**config.mk**
```make
export PLATFORM = sky130hd
export DESIGN_NAME = wb_port_arbiter
export DESIGN_NICKNAME = d
export VERILOG_FILES = /design/src/rtl/wb_port_arbiter_pkg.sv /design/src/rtl/wb_port_arbiter_fifo.sv /design/src/rtl/wb_port_arbiter.sv
export SDC_FILE = /design/constraint.sdc
export NUM_CORES = 1
export LEC_CHECK = 0
export CAP_MARGIN = 40
export CORE_ASPECT_RATIO = 1.2
export CORE_MARGIN = 5
export CORE_UTILIZATION = 43
export CTS_CLUSTER_DIAMETER = 80
export DETAILED_ROUTE_END_ITERATION = 10
export GPL_TIMING_DRIVEN = 0
export PLACE_DENSITY = 0.8
export RECOVER_POWER = 100
export SETUP_SLACK_MARGIN = 0.2
export SYNTH_ARGS = -nofsm -noshare
export SYNTH_HDL_FRONTEND = slang
export SYNTH_SLANG_ARGS = --single-unit
```
**constraint.sdc**
```tcl
create_clock -name clk -period 2.82 [get_ports clk]
set_clock_uncertainty 0.1 [all_clocks]
set_input_delay 0.705 -clock clk [delete_from_list [all_inputs] [get_ports clk]]
set_output_delay 0.705 -clock clk [all_outputs]
set_load 0.02 [all_outputs]
```
**src/rtl/wb_port_arbiter_pkg.sv**
```systemverilog
// Shared widths, constants and the buffered write-back entry type for the
// register-file write-port arbiter.
package wb_port_arbiter_pkg;

    localparam int DATA_W   = 32;
    localparam int ADDR_W   = 5;
    localparam int NUM_REGS = 2 ** ADDR_W;

    localparam logic [ADDR_W-1:0] ZERO_REG = '0;

    typedef struct packed {
        logic [ADDR_W-1:0] addr;
        logic [DATA_W-1:0] data;
    } wb_entry_t;

endpackage

```
**src/rtl/wb_port_arbiter_fifo.sv**
```systemverilog
// Small synchronous FIFO holding mul/div results until the write port is free;
// exposes per-entry valid bits and addresses so the top can build a busy mask.
module wb_result_fifo
    import wb_port_arbiter_pkg::*;
#(
    parameter int DEPTH = 2
) (
    input  logic                           clk,
    input  logic                           rst,
    input  logic                           push_i,
    input  wb_entry_t                      push_entry_i,
    input  logic                           pop_i,
    output wb_entry_t                      head_o,
    output logic [$clog2(DEPTH):0]         count_o,
    output logic                           full_o,
    output logic                           empty_o,
    output logic [DEPTH-1:0]               valid_o,
    output logic [DEPTH-1:0][ADDR_W-1:0]   entry_addr_o
);

    localparam int PTR_W = $clog2(DEPTH);
    localparam logic [PTR_W:0] DEPTH_C = (PTR_W + 1)'(DEPTH);

    wb_entry_t [DEPTH-1:0] mem_q, mem_d;
    logic [DEPTH-1:0]      valid_q, valid_d;
    logic [PTR_W-1:0]      wr_ptr_q, wr_ptr_d;
    logic [PTR_W-1:0]      rd_ptr_q, rd_ptr_d;
    logic [PTR_W:0]        count_q, count_d;
    logic                  do_push_s, do_pop_s;

    assign full_o    = (count_q == DEPTH_C);
    assign empty_o   = (count_q == '0);
    assign do_push_s = push_i && !full_o;
    assign do_pop_s  = pop_i && !empty_o;
    assign head_o    = mem_q[rd_ptr_q];
    assign count_o   = count_q;
    assign valid_o   = valid_q;

    always_comb begin
        for (int i = 0; i < DEPTH; i++) begin
            entry_addr_o[i] = mem_q[i].addr;
        end
    end

    // Pop clears the head slot before push fills the tail; they never alias.
    always_comb begin
        mem_d    = mem_q;
        valid_d  = valid_q;
        wr_ptr_d = wr_ptr_q;
        rd_ptr_d = rd_ptr_q;
        if (do_pop_s) begin
            valid_d[rd_ptr_q] = 1'b0;
            rd_ptr_d          = rd_ptr_q + PTR_W'(1);
        end else begin
            rd_ptr_d = rd_ptr_q;
        end
        if (do_push_s) begin
            mem_d[wr_ptr_q]   = push_entry_i;
            valid_d[wr_ptr_q] = 1'b1;
            wr_ptr_d          = wr_ptr_q + PTR_W'(1);
        end else begin
            wr_ptr_d = wr_ptr_q;
        end
        case ({do_push_s, do_pop_s})
            2'b10:   count_d = count_q + (PTR_W + 1)'(1);
            2'b01:   count_d = count_q - (PTR_W + 1)'(1);
            default: count_d = count_q;
        endcase
    end

    always_ff @(posedge clk) begin
        if (rst) begin
            mem_q    <= '0;
            valid_q  <= '0;
            wr_ptr_q <= '0;
            rd_ptr_q <= '0;
            count_q  <= '0;
        end else begin
            mem_q    <= mem_d;
            valid_q  <= valid_d;
            wr_ptr_q <= wr_ptr_d;
            rd_ptr_q <= rd_ptr_d;
            count_q  <= count_d;
        end
    end

endmodule

```
**src/rtl/wb_port_arbiter.sv**
```systemverilog
// Register-file write-port arbiter: pipeline writeback always wins, buffered
// mul/div results drain into idle write-port cycles in arrival order.
module wb_port_arbiter
    import wb_port_arbiter_pkg::*;
#(
    parameter int FIFO_DEPTH = 2,
    parameter int CNT_W      = 16
) (
    input  logic                          clk,
    input  logic                          rst,
    input  logic                          pipe_wen_i,
    input  logic [ADDR_W-1:0]             pipe_addr_i,
    input  logic [DATA_W-1:0]             pipe_data_i,
    input  logic                          md_valid_i,
    output logic                          md_ready_o,
    input  logic [ADDR_W-1:0]             md_addr_i,
    input  logic [DATA_W-1:0]             md_data_i,
    output logic [ADDR_W-1:0]             RDaddr_o,
    output logic [DATA_W-1:0]             RDdata_o,
    output logic                          RegWrite_o,
    output logic [NUM_REGS-1:0]           busy_mask_o,
    output logic [$clog2(FIFO_DEPTH):0]   fifo_count_o,
    output logic [CNT_W-1:0]              conflict_cnt_o
);

    logic                               pipe_eff_s;
    logic                               push_s;
    logic                               pop_s;
    logic                               full_s;
    logic                               empty_s;
    wb_entry_t                          push_entry_s;
    wb_entry_t                          head_s;
    logic [FIFO_DEPTH-1:0]              valid_s;
    logic [FIFO_DEPTH-1:0][ADDR_W-1:0]  entry_addr_s;
    logic [CNT_W-1:0]                   conflict_q, conflict_d;

    assign pipe_eff_s     = pipe_wen_i && (pipe_addr_i != ZERO_REG);
    assign md_ready_o     = !rst && !full_s;
    // Results for r0 are handshaken away without occupying a buffer slot.
    assign push_s         = md_valid_i && md_ready_o && (md_addr_i != ZERO_REG);
    assign push_entry_s   = '{addr: md_addr_i, data: md_data_i};
    assign conflict_cnt_o = conflict_q;

    wb_result_fifo #(
        .DEPTH (FIFO_DEPTH)
    ) u_fifo (
        .clk          (clk),
        .rst          (rst),
        .push_i       (push_s),
        .push_entry_i (push_entry_s),
        .pop_i        (pop_s),
        .head_o       (head_s),
        .count_o      (fifo_count_o),
        .full_o       (full_s),
        .empty_o      (empty_s),
        .valid_o      (valid_s),
        .entry_addr_o (entry_addr_s)
    );

    // Unregistered so pipeline writes keep the register file's same-cycle bypass.
    always_comb begin
        pop_s      = 1'b0;
        RegWrite_o = 1'b0;
        RDaddr_o   = ZERO_REG;
        RDdata_o   = '0;
        if (rst) begin
            pop_s      = 1'b0;
            RegWrite_o = 1'b0;
        end else if (pipe_eff_s) begin
            RegWrite_o = 1'b1;
            RDaddr_o   = pipe_addr_i;
            RDdata_o   = pipe_data_i;
        end else if (!empty_s) begin
            pop_s      = 1'b1;
            RegWrite_o = 1'b1;
            RDaddr_o   = head_s.addr;
            RDdata_o   = head_s.data;
        end else begin
            pop_s      = 1'b0;
            RegWrite_o = 1'b0;
        end
    end

    always_comb begin
        busy_mask_o = '0;
        for (int i = 0; i < FIFO_DEPTH; i++) begin
            busy_mask_o = busy_mask_o |
                ({{(NUM_REGS-1){1'b0}}, valid_s[i]} << entry_addr_s[i]);
        end
    end

    always_comb begin
        conflict_d = conflict_q;
        if (pipe_eff_s && !empty_s && (conflict_q != {CNT_W{1'b1}})) begin
            conflict_d = conflict_q + CNT_W'(1);
        end else begin
            conflict_d = conflict_q;
        end
    end

    always_ff @(posedge clk) begin
        if (rst) begin
            conflict_q <= '0;
        end else begin
            conflict_q <= conflict_d;
        end
    end

endmodule

```
[After elaboration in Yosys (flattened, before gate mapping)]
Index checks and enable logic that the tools add are counted.
Cells by class
  add/subtract/negate cells: 5
  $lt $le $gt $ge: 4
  equality and inequality tests: 4
  shift operators: 2
  multiplexer cells: 23
  bitwise logic cells: 4
  reductions and logical operators: 17
Operator list (count)
  $mux 37: 3
  $mux 32: 3
  $bwmux 74: 1
  $shl 1x5->32: 2
  $demux 37 s1: 1
  $or 32x32->32: 1
  $add 16x1->16 const B: 1
  $ne 16x16->1 const B: 1
  $mux 5: 3
  $logic_and 1x1->1: 10
  $reduce_bool 5->1: 2
  $mux 1: 7
  $eq 2x2->1 const B: 2
  $lt 1x2->1 const B: 2
  $mux 2: 2
  $pmux 2 s2: 1
  $logic_not 1->1: 3
  $add 1x1->1 const B: 2
  $add 2x1->2 const B: 1
  $and 2x2->2: 1
  $demux 1 s1: 2
  $eq 2x1->1 const B: 1
  $ge 1x1->1 const B: 2
  $logic_not 2->1: 1
  other kinds (4): 4
Storage, ports and cells
  register bits after elaboration: 96
  output and inout port bits: 89
  word-level logic and storage cells: 68

[Depth between registers and ports, before layout]
  word-level depth: 9
  depth in mapped cells: 10
  mapped depth without buffers: 8

[Modules after synthesis]
From an unflattened synthesis, not the netlist that was laid out.
Unflattened totals
  cell total of the unflattened synthesis: 642
  area, all modules: 5709.2 µm²
Modules (own cells, without submodules)
  wb_result_fifo: instances 1, cells each 409, area an instance 3921.3 µm²
  wb_port_arbiter: instances 1, cells each 233, area an instance 1788.0 µm²

[Worst setup path before layout]
Ideal clock, no wire load.
  path type: input to output
  start: input port pipe_addr_i[0]
  end: output port RDdata_o[10]
  data arrival time: 2.266 ns
  data required time: 2.015 ns
  setup slack: -0.251 ns
  cell stages on the path: 5
  path buffers: 1
  cell sequence: nor4_4 a21boi_2 or3_1 clkbuf_1 o21ai_0
Between the ends
  word-level cells in the longest chain between the ends: 4
RTL lines
  from (decl): line wb_port_arbiter.sv:12  | input logic [ADDR_W-1:0] pipe_addr_i,
  $reduce_bool 5->1: line wb_port_arbiter.sv:37  | assign pipe_eff_s = pipe_wen_i && (pipe_addr_i != ZERO_REG);
  $logic_and 1x1->1: line wb_port_arbiter.sv:37
  $mux 32: line wb_port_arbiter.sv:69  | end else if (pipe_eff_s) begin
  $mux 32: line wb_port_arbiter.sv:66  | if (rst) begin
  to (decl): line wb_port_arbiter.sv:19  | output logic [DATA_W-1:0] RDdata_o,
Every way passes these cells.

[Worst setup path after layout]
  start: input port pipe_addr_i[0]
  end: output port RDdata_o[17]
Same word-level chain as after synthesis.

==> impl_metrics.sql <==
INSERT INTO impl_metrics (metric_group, metric, value, unit) VALUES
('logic_synthesis', 'synth-seq-area-share', '0.3410', ''),
('sta', 'final_min_period_over_clock_period', '1.089', ''),
('global_routing', 'grt_first_pass_wirelength', '32520', 'um'),
('sta', 'worst_pin_slew', '633.4', 'ps'),
('run_status', 'status', 'complete, but fails checks', ''),
('clock_tree', 'cts.root.buffer_cell', 'clkbuf_16', ''),
('cells_and_area', 'design_area', '8207', 'um^2'),
('sta', 'slew_headroom', '0.5778', ''),
('setup_path', 'reg2regPathDepth', '10', ''),
('sta', 'postLayoutSetupSlackWorst', '-251.8', 'ps'),
('placed_design', 'dpl_cells', '1032', ''),
('routing', 'route.detailed.drc', '0', ''),
('placed_design', 'placement.cell_area', '7759', 'um^2'),
('logic_synthesis', 'ys_types', '50', ''),
('cells_and_area', 'mostFrequentLayoutCells', 'dfxtp_1, clkdlybuf4s50_1, a21oi_1, o31ai_1, nand4_1', ''),
('clock_tree', 'cts.hold.buffers_added', '0', ''),
('setup_path', 'critPathCaptureType', 'output pin', ''),
('die', 'placementRows', '45', ''),
('routing', 'drtAntennaViolNets', '0', ''),
('die', 'die_area', '15500', 'um^2'),
('setup_path', 'r2r_setup_slack', '440', 'ps'),
('clock_tree', 'clk_lat_worst_skew', '340', 'ps'),
('power', 'power_density', '417.8', 'nW/um^2'),
('global_routing', 'grt_pass1_vias', '6215', ''),
('sta', 'final.min_clock_period', '3072', 'ps'),
('clock_tree', 'cts_tree', 'done', ''),
('global_routing', 'grt_antenna_before_repair', '0', ''),
('cells_and_area', 'syn_to_final_growth', '45.63', '%'),
('clock_tree', 'clock_sinks', '96', ''),
('power', 'reported_leakage_power', '0.002787', 'uW'),
('setup_path', 'timing.critical_path.arrival', '2270', 'ps'),
('sta', 'hold_slack', '371.1', 'ps'),
('setup_path', 'critical_path.reg2reg.startpoint', 'u_fifo.count_o[0]$_SDFFE_PP0P_', ''),
('routing', 'routed_wirelength', '21350', 'um'),
('cells_and_area', 'filler_cell_count', '1102', ''),
('setup_path', 'critical_path_peak_fanout', '6', ''),
('logic_synthesis', 'async_flop_share', '0', ''),
('clock_tree', 'htree_num_levels', '3', ''),
('logic_synthesis', 'post_synth_instance_area', '5635', 'um^2'),
('clock_tree', 'path_clk_slew', '60', 'ps'),
('logic_synthesis', 'dominantRegCellSynth', 'dfxtp_1', ''),
('logic_synthesis', 'synth_enable_flop_cells', '0', ''),
('sta', 'grt_setup_unrepaired', 'yes', ''),
('clock_tree', 'cts_buffer_depth', '2', ''),
('setup_path', 'path_class', 'in2out', ''),
('setup_path', 'reg_to_reg_critical_path_endpoint', 'u_fifo.count_o[1]$_SDFFE_PP0P_', ''),
('die', 'die_h', '135.4', 'um'),
('global_routing', 'grt_usage', '0.2612', ''),
('logic_synthesis', 'syn_area_per_cell', '8.028', 'um^2'),
('cells_and_area', 'final_cells', '1057', ''),
('sta', 'setup_viol', '87', ''),
('sta', 'finalSetupTns', '-7518', 'ps'),
('setup_path', 'crit_path_capture', 'RDdata_o[17]', ''),
('cells_and_area', 'finish.net_count', '971', ''),
('placed_design', 'placement.io_buffers', '166', ''),
('logic_synthesis', 'ys_ff_latch', '96', ''),
('setup_path', 'nature_of_the_critical_path_startpoint', 'primary input', ''),
('global_routing', 'grt_overflow_total', '0', ''),
('routing', 'wire_per_inst', '20.20', 'um'),
('placed_design', 'gp_routability_congestion', '0.9479', ''),
('logic_synthesis', 'syn_inst', '702', ''),
('sta', 'timing_max_transition_violations_final', '0', ''),
('placed_design', 'dp_slack', '-1788', 'ps'),
('cells_and_area', 'layout-drive-gt1-share', '0.1881', ''),
('cells_and_area', 'ff_latch_area', '1928', 'um^2'),
('setup_path', 'critPathLaunch', 'pipe_addr_i[0]', ''),
('global_routing', 'grt_max_degree', '14', ''),
('routing', 'detailedRoute.firstPassIterationCount', '5', ''),
('run_status', 'failed_checks', 'negative setup slack', ''),
('run', 'timing.max_cap.violations', '0', ''),
('cells_and_area', 'mostFrequentLayoutCell', 'dfxtp_1', '');
-- area by class of cell --
cell class / instances / area share
plain buffers: 81 / 0.05260
clock inverters: 1 / 0.0006098
repair buffers: 178 / 0.2063
clock buffers: 12 / 0.03125
inverters: 8 / 0.003964
well taps: 164 / 0.02500
multi-input cells: 517 / 0.4453
flip-flops and latches: 96 / 0.2349
-- worst min path at each step --
stage | start | endpoint | slack [ps] | depth (start not counted)
CTS | u_fifo.mem_q[49]$_SDFFE_PP0P_ | u_fifo.mem_q[49]$_SDFFE_PP0P_ | 370 | 2
global route | u_fifo.mem_q[4]$_SDFFE_PP0P_ | u_fifo.mem_q[4]$_SDFFE_PP0P_ | 390 | 2
finish | u_fifo.mem_q[25]$_SDFFE_PP0P_ | u_fifo.mem_q[25]$_SDFFE_PP0P_ | 370 | 2
floorplan | u_fifo.mem_q[0]$_SDFFE_PP0P_ | u_fifo.mem_q[0]$_SDFFE_PP0P_ | 350 | 2
detailed placement | u_fifo.mem_q[49]$_SDFFE_PP0P_ | u_fifo.mem_q[49]$_SDFFE_PP0P_ | 360 | 2
global placement | u_fifo.mem_q[41]$_SDFFE_PP0P_ | u_fifo.mem_q[41]$_SDFFE_PP0P_ | 350 | 2
-- cell families after synthesis --
kind of cell	synth area share
buffers and inverters	0.06483
XOR/XNOR	0.003109
multiplexers	0.08348
flip-flops	0.3410
AO/OA/AOI/OAI	0.2997
adder cells (fa/ha/maj)	0.004440
AND/OR/NAND/NOR	0.2034
-- Yosys cell counts, types with 2 or more instances --
master | instances | share of area
a211oi_1 | 5 | 0.0067
a21oi_1 | 85 | 0.075
and3_1 | 3 | 0.0033
and4_1 | 5 | 0.0078
buf_1 | 11 | 0.0073
buf_2 | 4 | 0.0036
buf_6 | 3 | 0.0060
clkbuf_1 | 62 | 0.041
dfxtp_1 | 96 | 0.34
ha_1 | 2 | 0.0044
inv_1 | 8 | 0.0053
mux2_2 | 7 | 0.014
mux2i_1 | 38 | 0.067
nand2_1 | 56 | 0.037
nand2b_1 | 6 | 0.0067
nand3_1 | 21 | 0.019
nand4_1 | 72 | 0.080
nor2_1 | 14 | 0.0093
nor2b_1 | 13 | 0.014
nor3_1 | 2 | 0.0018
o21ai_0 | 21 | 0.019
o21ai_2 | 20 | 0.031
o22ai_1 | 26 | 0.029
o311ai_0 | 2 | 0.0031
o31ai_1 | 79 | 0.11
o32ai_1 | 6 | 0.0093
o41ai_1 | 2 | 0.0031
or2_2 | 4 | 0.0044
or3_1 | 3 | 0.0033
or4_1 | 6 | 0.0080
-- report_power, final --
part           leakage, uW  internal (uW)  switching, uW
Clock             0.000130            631            493
Sequential        0.000781           1410           40.4
Combinational      0.00187            356            501
-- metal layers --
layer | up-vias | track usage | wire length [um]
met5 | - | 0 | 0
met4 | 0 | 0.1208 | 891
met3 | 73 | 0.03441 | 1727
met2 | 396 | 0.4414 | 10520
met1 | 3049 | 0.3274 | 8210
li1 | 3079 | - | -
-- repair_timing --
| action | in CTS | in global routing |
|---|---|---|
| resized for setup | 310 | 71 |
| gates cloned | 2 | 0 |
| setup endpoints to repair | 104 | 107 |
| hold endpoints to repair | 0 | 0 |
| buffers inserted | 8 | 2 |
| pin swaps | 5 | 1 |
-- state kept, by name (all words and copies together) (netlist names) --
name and count:
u_fifo.valid_o 2, u_fifo.entry_addr_o 10, conflict_cnt_o 16, u_fifo.count_o 2, u_fifo.mem_q 64, u_fifo.rd_ptr_q 1, u_fifo.wr_ptr_q 1
-- per-stage QoR --
step / total power [uW] / utilization
3_3_place_gp: 2260 / 0.6070
6_report: 3429 / 0.6421
4_1_cts: 3408 / 0.6413
5_1_grt: 3541 / 0.6421
3_5_place_dp: 2269 / 0.6070
2_1_floorplan: 1932 / -
-- critical path, cell delays in order --
cell and delay, ps:
buf_6 100, nor4_4 320, a21boi_2 110, or3_4 390, buf_12 170, buf_16 150
o21ai_4 170, buf_6 140
Note: power is estimated with default switching activity, not from simulation.
